### src/rtl/serial_fs_approx.sv
// serial_fs_approx: bit-serial A-B-BIN, LSB first, one full-subtractor cell.
// Ports: clk, rst (sync, high); in_valid/in_ready + a, b, bin; out_valid/out_ready + diff, bout.
module serial_fs_approx #(
  parameter int WIDTH       = 8,
  parameter int APPROX_LSBS = 0,
  parameter int APPROX_MODE = 0
) (
  input  logic             clk,
  input  logic             rst,
  input  logic             in_valid,
  output logic             in_ready,
  input  logic [WIDTH-1:0] a,
  input  logic [WIDTH-1:0] b,
  input  logic             bin,
  output logic             out_valid,
  input  logic             out_ready,
  output logic [WIDTH-1:0] diff,
  output logic             bout
);

  localparam int CW = $clog2(WIDTH);
  localparam logic [CW:0] NAPX = (CW+1)'(APPROX_LSBS);
  localparam logic [1:0] AMODE = 2'(APPROX_MODE);
  localparam logic [CW-1:0] LAST = CW'(WIDTH-1);

  typedef enum logic [1:0] {
    IDLE,
    RUN,
    DONE
  } state_t;

  state_t           state;
  logic [WIDTH-1:0] a_sr;
  logic [WIDTH-1:0] b_sr;
  logic [WIDTH-1:0] res;
  logic [CW-1:0]    cnt;
  logic             borrow;

  logic       x;
  logic       y;
  logic       c;
  logic       d;
  logic       bo;
  logic [1:0] mode;

  assign x = a_sr[0];
  assign y = b_sr[0];
  assign c = borrow;

  // cnt is the bit position being processed
  assign mode = ({1'b0, cnt} < NAPX) ? AMODE : 2'd0;

  always_comb begin
    d  = x ^ y ^ c;
    bo = (~x & y) | (~(x ^ y) & c);
    case (mode)
      2'd1: d = x ^ y;
      2'd2: d = (x | ~y) & c;
      2'd3: begin
        d  = y;
        bo = ~x & y;
      end
      default: ;
    endcase
  end

  always_ff @(posedge clk) begin
    if (rst) begin
      state     <= IDLE;
      in_ready  <= 1'b1;
      out_valid <= 1'b0;
      diff      <= '0;
      bout      <= 1'b0;
      cnt       <= '0;
      borrow    <= 1'b0;
      a_sr      <= '0;
      b_sr      <= '0;
      res       <= '0;
    end else begin
      unique case (state)
        IDLE: begin
          if (in_valid && in_ready) begin
            a_sr     <= a;
            b_sr     <= b;
            borrow   <= bin;
            cnt      <= '0;
            res      <= '0;
            in_ready <= 1'b0;
            state    <= RUN;
          end
        end
        RUN: begin
          a_sr   <= a_sr >> 1;
          b_sr   <= b_sr >> 1;
          borrow <= bo;
          cnt    <= cnt + CW'(1);
          res    <= {d, res[WIDTH-1:1]};
          if (cnt == LAST) begin
            diff      <= {d, res[WIDTH-1:1]};
            bout      <= bo;
            out_valid <= 1'b1;
            state     <= DONE;
          end
        end
        DONE: begin
          if (out_valid && out_ready) begin
            out_valid <= 1'b0;
            in_ready  <= 1'b1;
            state     <= IDLE;
          end
        end
        default: state <= IDLE;
      endcase
    end
  end

endmodule

### config.mk
export PLATFORM = sky130hd
export DESIGN_NAME = serial_fs_approx
export DESIGN_NICKNAME = d
export VERILOG_FILES = /design/src/rtl/serial_fs_approx.sv
export SDC_FILE = /design/constraint.sdc
export NUM_CORES = 1
export LEC_CHECK = 0
export BUFFER_PORTS_ARGS = -buffer_cell sky130_fd_sc_hd__buf_2
export CORE_MARGIN = 10
export CORE_UTILIZATION = 40
export DETAILED_ROUTE_END_ITERATION = 16
export PLACE_DENSITY = 0.59
export SLEW_MARGIN = 20
export SYNTH_ARGS = -nofsm -noshare
export SYNTH_HDL_FRONTEND = slang
export SYNTH_SLANG_ARGS = --single-unit
### constraint.sdc
create_clock -name clk -period 2.62 [get_ports clk]
set_input_delay 0.655 -clock clk [delete_from_list [all_inputs] [get_ports clk]]
set_output_delay 0.655 -clock clk [all_outputs]
set_load 0.01 [all_outputs]
[Word level (Yosys, flattened, before mapping)]
Index checks and enable logic that the tools add are counted.
Word-level totals
  register bits: 41
  bits of input ports: 21
  output and inout port bits: 11
  logic and storage cells: 55
Cells by class
  add/sub/neg operators: 1
  equal/unequal tests: 6
  multiplexer cells: 20
  bitwise operators: 7
  reduce and logical (&&, ||, !) cells: 11
Operator list (number)
  $pmux W8 S2: 3
  $mux W8: 3
  $reduce_and A3 Y1: 3
  $mux W2: 3
  $ne A2 B2 Y1 const B: 3
  $pmux W1 S2: 3
  $pmux W2 S3: 1
  $pmux W3 S2: 1
  $reduce_bool A2 Y1: 3
  $mux W1: 5
  $reduce_and A2 Y1: 2
  $add A3 B1 Y3 const B: 1
  $eq A3 B3 Y1 const B: 1
  $mux W3: 1
  $and A1 B1 Y1: 2
  $eq A2 B1 Y1 const B: 1
  $eq A2 B2 Y1 const B: 1
  $logic_and A1 B1 Y1: 2
  $logic_not A2 Y1: 1
  $not A1 Y1: 2
  $xor A1 B1 Y1: 2
  $or A1 B1 Y1: 1

[Depth between registers and ports, before layout]
Gate-level depths: netlist (run 1).
  depth in word-level cells: 5
  mapped depth: 6
  depth with buffers taken out: 5

[Worst setup path after synthesis (run 1)]
No wires, ideal clock.
  kind: input-to-reg
  from: in in_valid
  to: reg a_sr[0]
  setup time: 0.080 ns
  data arrival time: 1.444 ns
  data required time: 2.540 ns
  setup slack: 1.096 ns
  stages on the path: 5
  buffers on the path: 2
  path through: a21o_1 and2_4 buf_6 buf_6 a211oi_2
On the way
  word-level cells in the longest chain between the ends: 3
Ends and longest elaborated chain
  start: declaration: RTL line 10  | input logic in_valid,
  $logic_and A1 B1 Y1: RTL line 82  | if (in_valid && in_ready) begin
  $ne A2 B2 Y1 (no source line)
  $reduce_and A2 Y1 (no source line)
  end signal: assignment: RTL line 93  | a_sr <= a_sr >> 1;
  end: declaration: RTL line 33  | logic [WIDTH-1:0] a_sr;
No other way between the ends.
A chain may end at the register's enable or synchronous reset.

[Final worst setup path (run 1)]
  from: reg state[1]
  to: reg a_sr[6]
On the way
  word-level cells in the longest chain between the ends: 3
  elaborated cells on any way between the ends: 6
  classes of those cells: eq/ne: 2; mux: 1; reduce/logical: 3
Ends and longest elaborated chain
  start: declaration: RTL line 32  | state_t state;
  start signal: assignment: RTL line 69  | state <= IDLE;
  start signal: assignment: RTL line 89  | state <= RUN;
  start signal: assignment: RTL line 102  | state <= DONE;
  $eq A2 B1 Y1 or $logic_not A2 Y1 (tied branches): RTL line 80  | unique case (state)
  $reduce_bool A2 Y1 (no source line) or $ne A2 B2 Y1 (tied branches)
  $reduce_and A2 Y1 (no source line)
Several ways; a longest one is shown, not always the timed one.

==> flow_metrics.tcl, run 1 <==
set metrics [dict create \
    grt_use_total_pct 10.2 \
    port_buffers 31 \
    cp_data_required_time_ns 2.76 \
    grt_overflow 0 \
    synth_area_leaders "dfxtp_1 (46%), mux2i_1 (13%), a211oi_2 (7.2%), a21oi_1 (5.2%), a22o_1 (4.5%)" \
    reg2reg_to "a_sr[6]" \
    die_area_um2 7400 \
    crit_chain "nand2b_1 -> buf_4 -> mux2i_1 -> a211oi_1" \
    multi_input_area_um2 850 \
    drtIter0Drc 53 \
    seqCellArea_um2 801 \
    setup_slack_ns 0.791 \
    worstPathMaxFanout 14 \
    htree_levels 2 \
    n_antenna_cell 0 \
    reg2reg_slack_ns 0.79 \
    synthDistinctLibCells 36 \
    yosysSeqAreaShare_pct 45.9 \
    synth-seq-cells 40 \
    insertion_delay_ns 0.29 \
    ir_drop_mv 0.351 \
    slowest_delay_ns 0.58 \
    worstHoldPathType "flip-flop to flip-flop" \
    ys_top_cells_by_count "dfxtp_1 (40), mux2i_1 (22), a21oi_1 (18)" \
    clk_pin_slew_ns 0.07 \
    start_kind "flip-flop" \
    syn_inst 163 \
    cts-root-buf "clkbuf_8" \
    setup_viol 0 \
    synth_area_per_cell_um2 10.7 \
    viasPerCell 5.32 \
    slew_headroom_pct 53.3 \
    routabilityCongestion 0.736 \
    worstHoldStart "bout" \
    cp_slowest_cell "dfxtp_1" \
    postCtsHoldBufs 0 \
    cap_violations 0 \
    final_util_pct 48.1 \
    antenna_found_initial 0 \
    final_nets 213 \
    syn_nets 187 \
    arrival_ns 1.97 \
    async_flop_share_pct 0 \
    drt-total-wl_um 3660 \
    synth_edf_count 0 \
    total_power_w 0.00126 \
    post_cts_resized 0 \
    hold_viol_final 0 \
    area_growth_pct 13.6 \
    end_kind "flip-flop" \
    num_io_pins 32 \
    reg2reg_depth 4 \
    cts_tree "yes" \
    wire_per_inst_um 15.2 \
    clock.fmax_ghz 0.547 \
    critical_path_class "flip-flop to flip-flop" \
    powerDensity_nw_per_um2 638 \
    dp_hpwl_um 2630 \
    p_leak_nw 0.911 \
    vias 1276 \
    worst_slew_pin_slew_ns 0.700 \
    firstDrtPassIters 4 \
    ys_dominant_reg_cell "dfxtp_1" \
    remaining_drc_errors 0 \
    r2r-start "state[1]" \
    fillers 387 \
    yosys_warnings 0 \
    grt_max_degree 33 \
    die_w_um 86.0 \
    period_minus_slack_ns 1.83 \
    rsz0062_at_grt "false" \
    finalCritPeriodShare_pct 69.8 \
    fin_worst_skew_ns 0.00266 \
    numClockSinks 40 \
    yosys.area.top_type_share_pct 45.9 \
    worstHoldEndpoint "bout" \
    clk_path_buf_depth 2 \
    die_h_um 86.0 \
    preCtsSetupSlack_ns 0.707 \
    drive_gt1_share_pct 30.0 \
    drtAntennaViolNets 0 \
    hold_depth 2 \
    synth.most_common_cell "dfxtp_1" \
    crit_family "flip-flops" \
    start_util_pct 42.4 \
    worst-path-buf-inv 1 \
    grt_first_pass_wirelength_um 6170 \
    fin_setup_tns_ns 0 \
    cts_inserted_buffers 5 \
    first_global_vias 1227 \
    rows 23 \
    core_area_um2 4120 \
    synth_top_cell_by_area "dfxtp_1" \
    final_max_slew_viol_count 0 \
    outcome "finished clean" \
    post-cts-setup-buffer-count 0 \
    syn_area_um2 1740 \
]
cell type report:
class	instances	share of cell area, %
Tap cell	50	3.16
Sequential cell	40	40.4
Clock buffer	7	4.36
Multi-Input combinational cell	107	42.9
Inverter	3	0.569
Clock inverter	1	0.379
Timing Repair Buffer	32	8.21
kinds of logic (layout without fill, tap and decap cells):
group,count (synthesis),count (layout),synth area share (%)
compound gates,51,51,23.0
flops,40,40,45.9
simple gates,29,29,9.19
mux,24,24,13.9
buf+inv,16,43,5.31
fa+ha+maj,3,3,2.58
registers in the layout (all words and copies together), names as in the netlist:
signal / count
b_sr: 8
diff: 8
in_ready: 1
a_sr: 8
cnt: 3
res: 7
borrow: 1
bout: 1
state: 2
out_valid: 1
power breakdown:
group / total, W / switching [W] / leakage, nW / internal [W]
logic: 0.000176 / 0.0000939 / 0.540 / 0.0000819
clock network: 0.000420 / 0.000206 / 0.0445 / 0.000214
registers: 0.000668 / 0.0000248 / 0.327 / 0.000643
total: 0.00126 / 0.000324 / 0.911 / 0.000939
cell usage in the layout (no fill, tap or decap), types with 2 or more instances in the layout:
| master | n |
|---|---|
| nand2b_1 | 2 |
| a211oi_2 | 10 |
| a31oi_1 | 2 |
| a211oi_1 | 5 |
| nand3b_1 | 4 |
| a22o_1 | 9 |
| ha_1 | 2 |
| mux2_2 | 2 |
| inv_1 | 2 |
| nand2_1 | 6 |
| mux2i_1 | 22 |
| buf_2 | 31 |
| a21oi_1 | 18 |
| or4b_1 | 2 |
| dfxtp_1 | 40 |
| clkbuf_8 | 6 |
| nor2_1 | 8 |
worst register-to-register path, cell delays in order, from the launching register on:
cell and delay [ns]:
dfxtp_1 0.58, nand2b_1 0.46, buf_4 0.28, mux2i_1 0.27, a211oi_1 0.10
how the worst max path moves through the flow:
stage	from	end	cells past startpoint
finish	state[1]	a_sr[6]	4
floorplan	in_valid	a_sr[0]	5
detailed placement	in_valid	cnt[0]	4
global route	state[1]	a_sr[6]	4
CTS	state[1]	a_sr[6]	4
global placement	in_valid	cnt[0]	4
per-layer routing:
| layer | global-route usage [%] | share of wire (%) | vias to the layer above |
|---|---|---|---|
| met2 | 15.5 | 46 | 24 |
| met5 | 0 | 0 | - |
| li1 | - | - | 648 |
| met4 | 3.44 | 1.0 | 0 |
| met1 | 12.2 | 46 | 599 |
| met3 | 4.73 | 6.3 | 5 |
stage by stage:
stage | std cells | area [µm²] | hold WS (ns)
6_report | 240 | 1980 | 0.460
2_1_floorplan | 163 | 1740 | 0.442
3_5_place_dp | 232 | 1890 | 0.457
4_1_cts | 240 | 1980 | 0.469
5_1_grt | 240 | 1980 | 0.504
3_3_place_gp | 232 | 1890 | 0.447
Note: power is estimated with default switching activity, not from simulation.
==> run 2, diff against run 1 <==
--- a/config.mk
+++ b/config.mk
@@ -5,11 +5,12 @@
 export SDC_FILE = /design/constraint.sdc
 export NUM_CORES = 1
 export LEC_CHECK = 0
+export ABC_AREA = 1
 export BUFFER_PORTS_ARGS = -buffer_cell sky130_fd_sc_hd__buf_2
 export CORE_MARGIN = 10
 export CORE_UTILIZATION = 40
 export DETAILED_ROUTE_END_ITERATION = 16
-export PLACE_DENSITY = 0.59
+export PLACE_DENSITY = 0.58
 export SLEW_MARGIN = 20
 export SYNTH_ARGS = -nofsm -noshare
 export SYNTH_HDL_FRONTEND = slang
==> constraint.sdc (replaced) <==
create_clock -name clk -period 1.8 [get_ports clk]
set_input_delay 0.45 -clock clk [delete_from_list [all_inputs] [get_ports clk]]
set_output_delay 0.45 -clock clk [all_outputs]
set_load 0.01 [all_outputs]
==> flow_metrics.tcl, run 2 <==
set metrics [dict create \
    outcome "finished clean" \
    clock.fmax_ghz 0.706 \
    post-cts-setup-buffer-count 0 \
    setup_slack_ns 0.383 \
    final_nets 346 \
    cts-root-buf "clkbuf_8" \
    grt_first_pass_wirelength_um 7710 \
    r2r-start "state[1]" \
    clk_path_buf_depth 2 \
    viasPerCell 4.52 \
    die_w_um 90.4 \
    syn_inst 293 \
    num_io_pins 32 \
    grt_max_degree 28 \
    clk_pin_slew_ns 0.08 \
    rows 25 \
    remaining_drc_errors 0 \
    drtIter0Drc 124 \
    powerDensity_nw_per_um2 929 \
    die_area_um2 8170 \
    end_kind "flip-flop" \
    setup_viol 0 \
    dp_hpwl_um 2920 \
    ys_top_cells_by_count "nand2_1 (87), nand3_1 (44), nor2_1 (42)" \
    total_power_w 0.00211 \
    wire_per_inst_um 11.2 \
    final_max_slew_viol_count 0 \
    yosysSeqAreaShare_pct 40.4 \
    drtAntennaViolNets 0 \
    worstHoldStart "a[7]" \
    ys_dominant_reg_cell "dfxtp_1" \
    n_antenna_cell 0 \
    finalCritPeriodShare_pct 78.7 \
    preCtsSetupSlack_ns 0.401 \
    syn_area_um2 1980 \
    drive_gt1_share_pct 16.4 \
    period_minus_slack_ns 1.42 \
    synth_area_per_cell_um2 6.76 \
    slowest_delay_ns 0.51 \
    grt_overflow 0 \
    synth_top_cell_by_area "dfxtp_1" \
    synth_edf_count 0 \
    synth_area_leaders "dfxtp_1 (40%), nand2_1 (16%), nand3_1 (11%), nor2_1 (8.0%), inv_1 (6.6%)" \
    worstPathMaxFanout 25 \
    syn_nets 317 \
    async_flop_share_pct 0 \
    start_kind "flip-flop" \
    port_buffers 31 \
    hold_viol_final 0 \
    cap_violations 0 \
    drt-total-wl_um 4390 \
    ir_drop_mv 0.477 \
    insertion_delay_ns 0.30 \
    fin_setup_tns_ns 0 \
    cts_inserted_buffers 5 \
    start_util_pct 41.7 \
    critical_path_class "flip-flop to flip-flop" \
    yosys.area.top_type_share_pct 40.4 \
    post_cts_resized 0 \
    slew_headroom_pct 74.5 \
    vias 1764 \
    yosys_warnings 0 \
    routabilityCongestion 0.738 \
    rsz0062_at_grt "false" \
    arrival_ns 1.65 \
    numClockSinks 40 \
    p_leak_nw 1.09 \
    worstHoldPathType "input pin to flip-flop" \
    first_global_vias 1715 \
    final_common_cell "nand2_1" \
    die_h_um 90.4 \
    postCtsHoldBufs 0 \
    cp_slowest_cell "dfxtp_1" \
    core_area_um2 4750 \
    grt_use_total_pct 11.1 \
    worst_slew_pin_slew_ns 0.381 \
    firstDrtPassIters 4 \
    layout_common_cells "nand2_1 (87), nand3_1 (44), nor2_1 (42), dfxtp_1 (40), inv_1 (35)" \
    startpoint "state[1]" \
    crit_chain "inv_4 -> nand2_8 -> buf_4 -> nand2_1 -> nand2_1 -> nor2_1 -> nor2_1" \
    area_growth_pct 14.6 \
    antenna_found_initial 0 \
    largestRegisters "a_sr: 8 flops, b_sr: 8 flops, diff: 8 flops" \
    synth.most_common_cell "nand2_1" \
    synth-seq-cells 40 \
    htree_levels 2 \
    cp_data_required_time_ns 2.04 \
    synthDistinctLibCells 23 \
    fin_worst_skew_ns 0.00657 \
    cts_tree "yes" \
]
==> run 2: kinds of logic (layout without fill, tap and decap cells) <==
kind of cell / count (synthesis) / count (layout) / synth area share, %
buf+inv: 53 / 83 / 13.4
simple gates: 179 / 179 / 39.2
compound gates: 18 / 18 / 4.67
fa+ha+maj: 3 / 3 / 2.27
flops: 40 / 40 / 40.4
==> run 2: per-stage QoR <==
| stage | instance area [µm²] | hold slack (ns) | util [%] | instances |
|---|---|---|---|---|
| floorplan | 1980 | 0.430 | - | 293 |
| global placement | 2140 | 0.447 | 45.1 | 382 |
| detailed placement | 2140 | 0.451 | 45.1 | 382 |
| CTS | 2270 | 0.426 | 47.8 | 390 |
| global route | 2270 | 0.449 | 47.8 | 390 |
| finish | 2270 | 0.442 | 47.8 | 390 |
==> run 2: where the power goes <==
part / internal, W / switching, W / total (W)
combinational: 0.000125 / 0.000205 / 0.000330
clock: 0.000489 / 0.000316 / 0.000806
sequential: 0.000939 / 0.0000339 / 0.000973
total: 0.00155 / 0.000556 / 0.00211
==> run 2: worst paths after layout <==
check             slack (ns)  cells after the start         to
setup / recovery        0.38                      7     borrow
hold / removal          0.44                      3    a_sr[7]
setup reg to reg        0.38                      7     borrow
hold reg to reg         0.46                      2  out_valid
==> run 2: layer usage <==
| layer | global-route usage [%] | wire length, µm |
|---|---|---|
| met4 | 3.98 | 64 |
| met1 | 13.7 | 2250 |
| met5 | 0 | 0 |
| met3 | 3.57 | 199 |
| met2 | 17.4 | 1870 |
==> run 2: cell type report <==
type	instances	area [µm²]
multi-input cells	200	915
fillers	525	2480
clock buffers	7	96.3
inverters	38	145
flip-flops and latches	40	801
repair buffers	37	200
clock inverters	1	30.0
well taps	67	83.8
==> run 2: critical path: cells and delay by family (launching register included) <==
kind / cells / cell delay, ns
buf+inv: 2 / 0.39
flops: 1 / 0.51
simple gates: 5 / 0.45
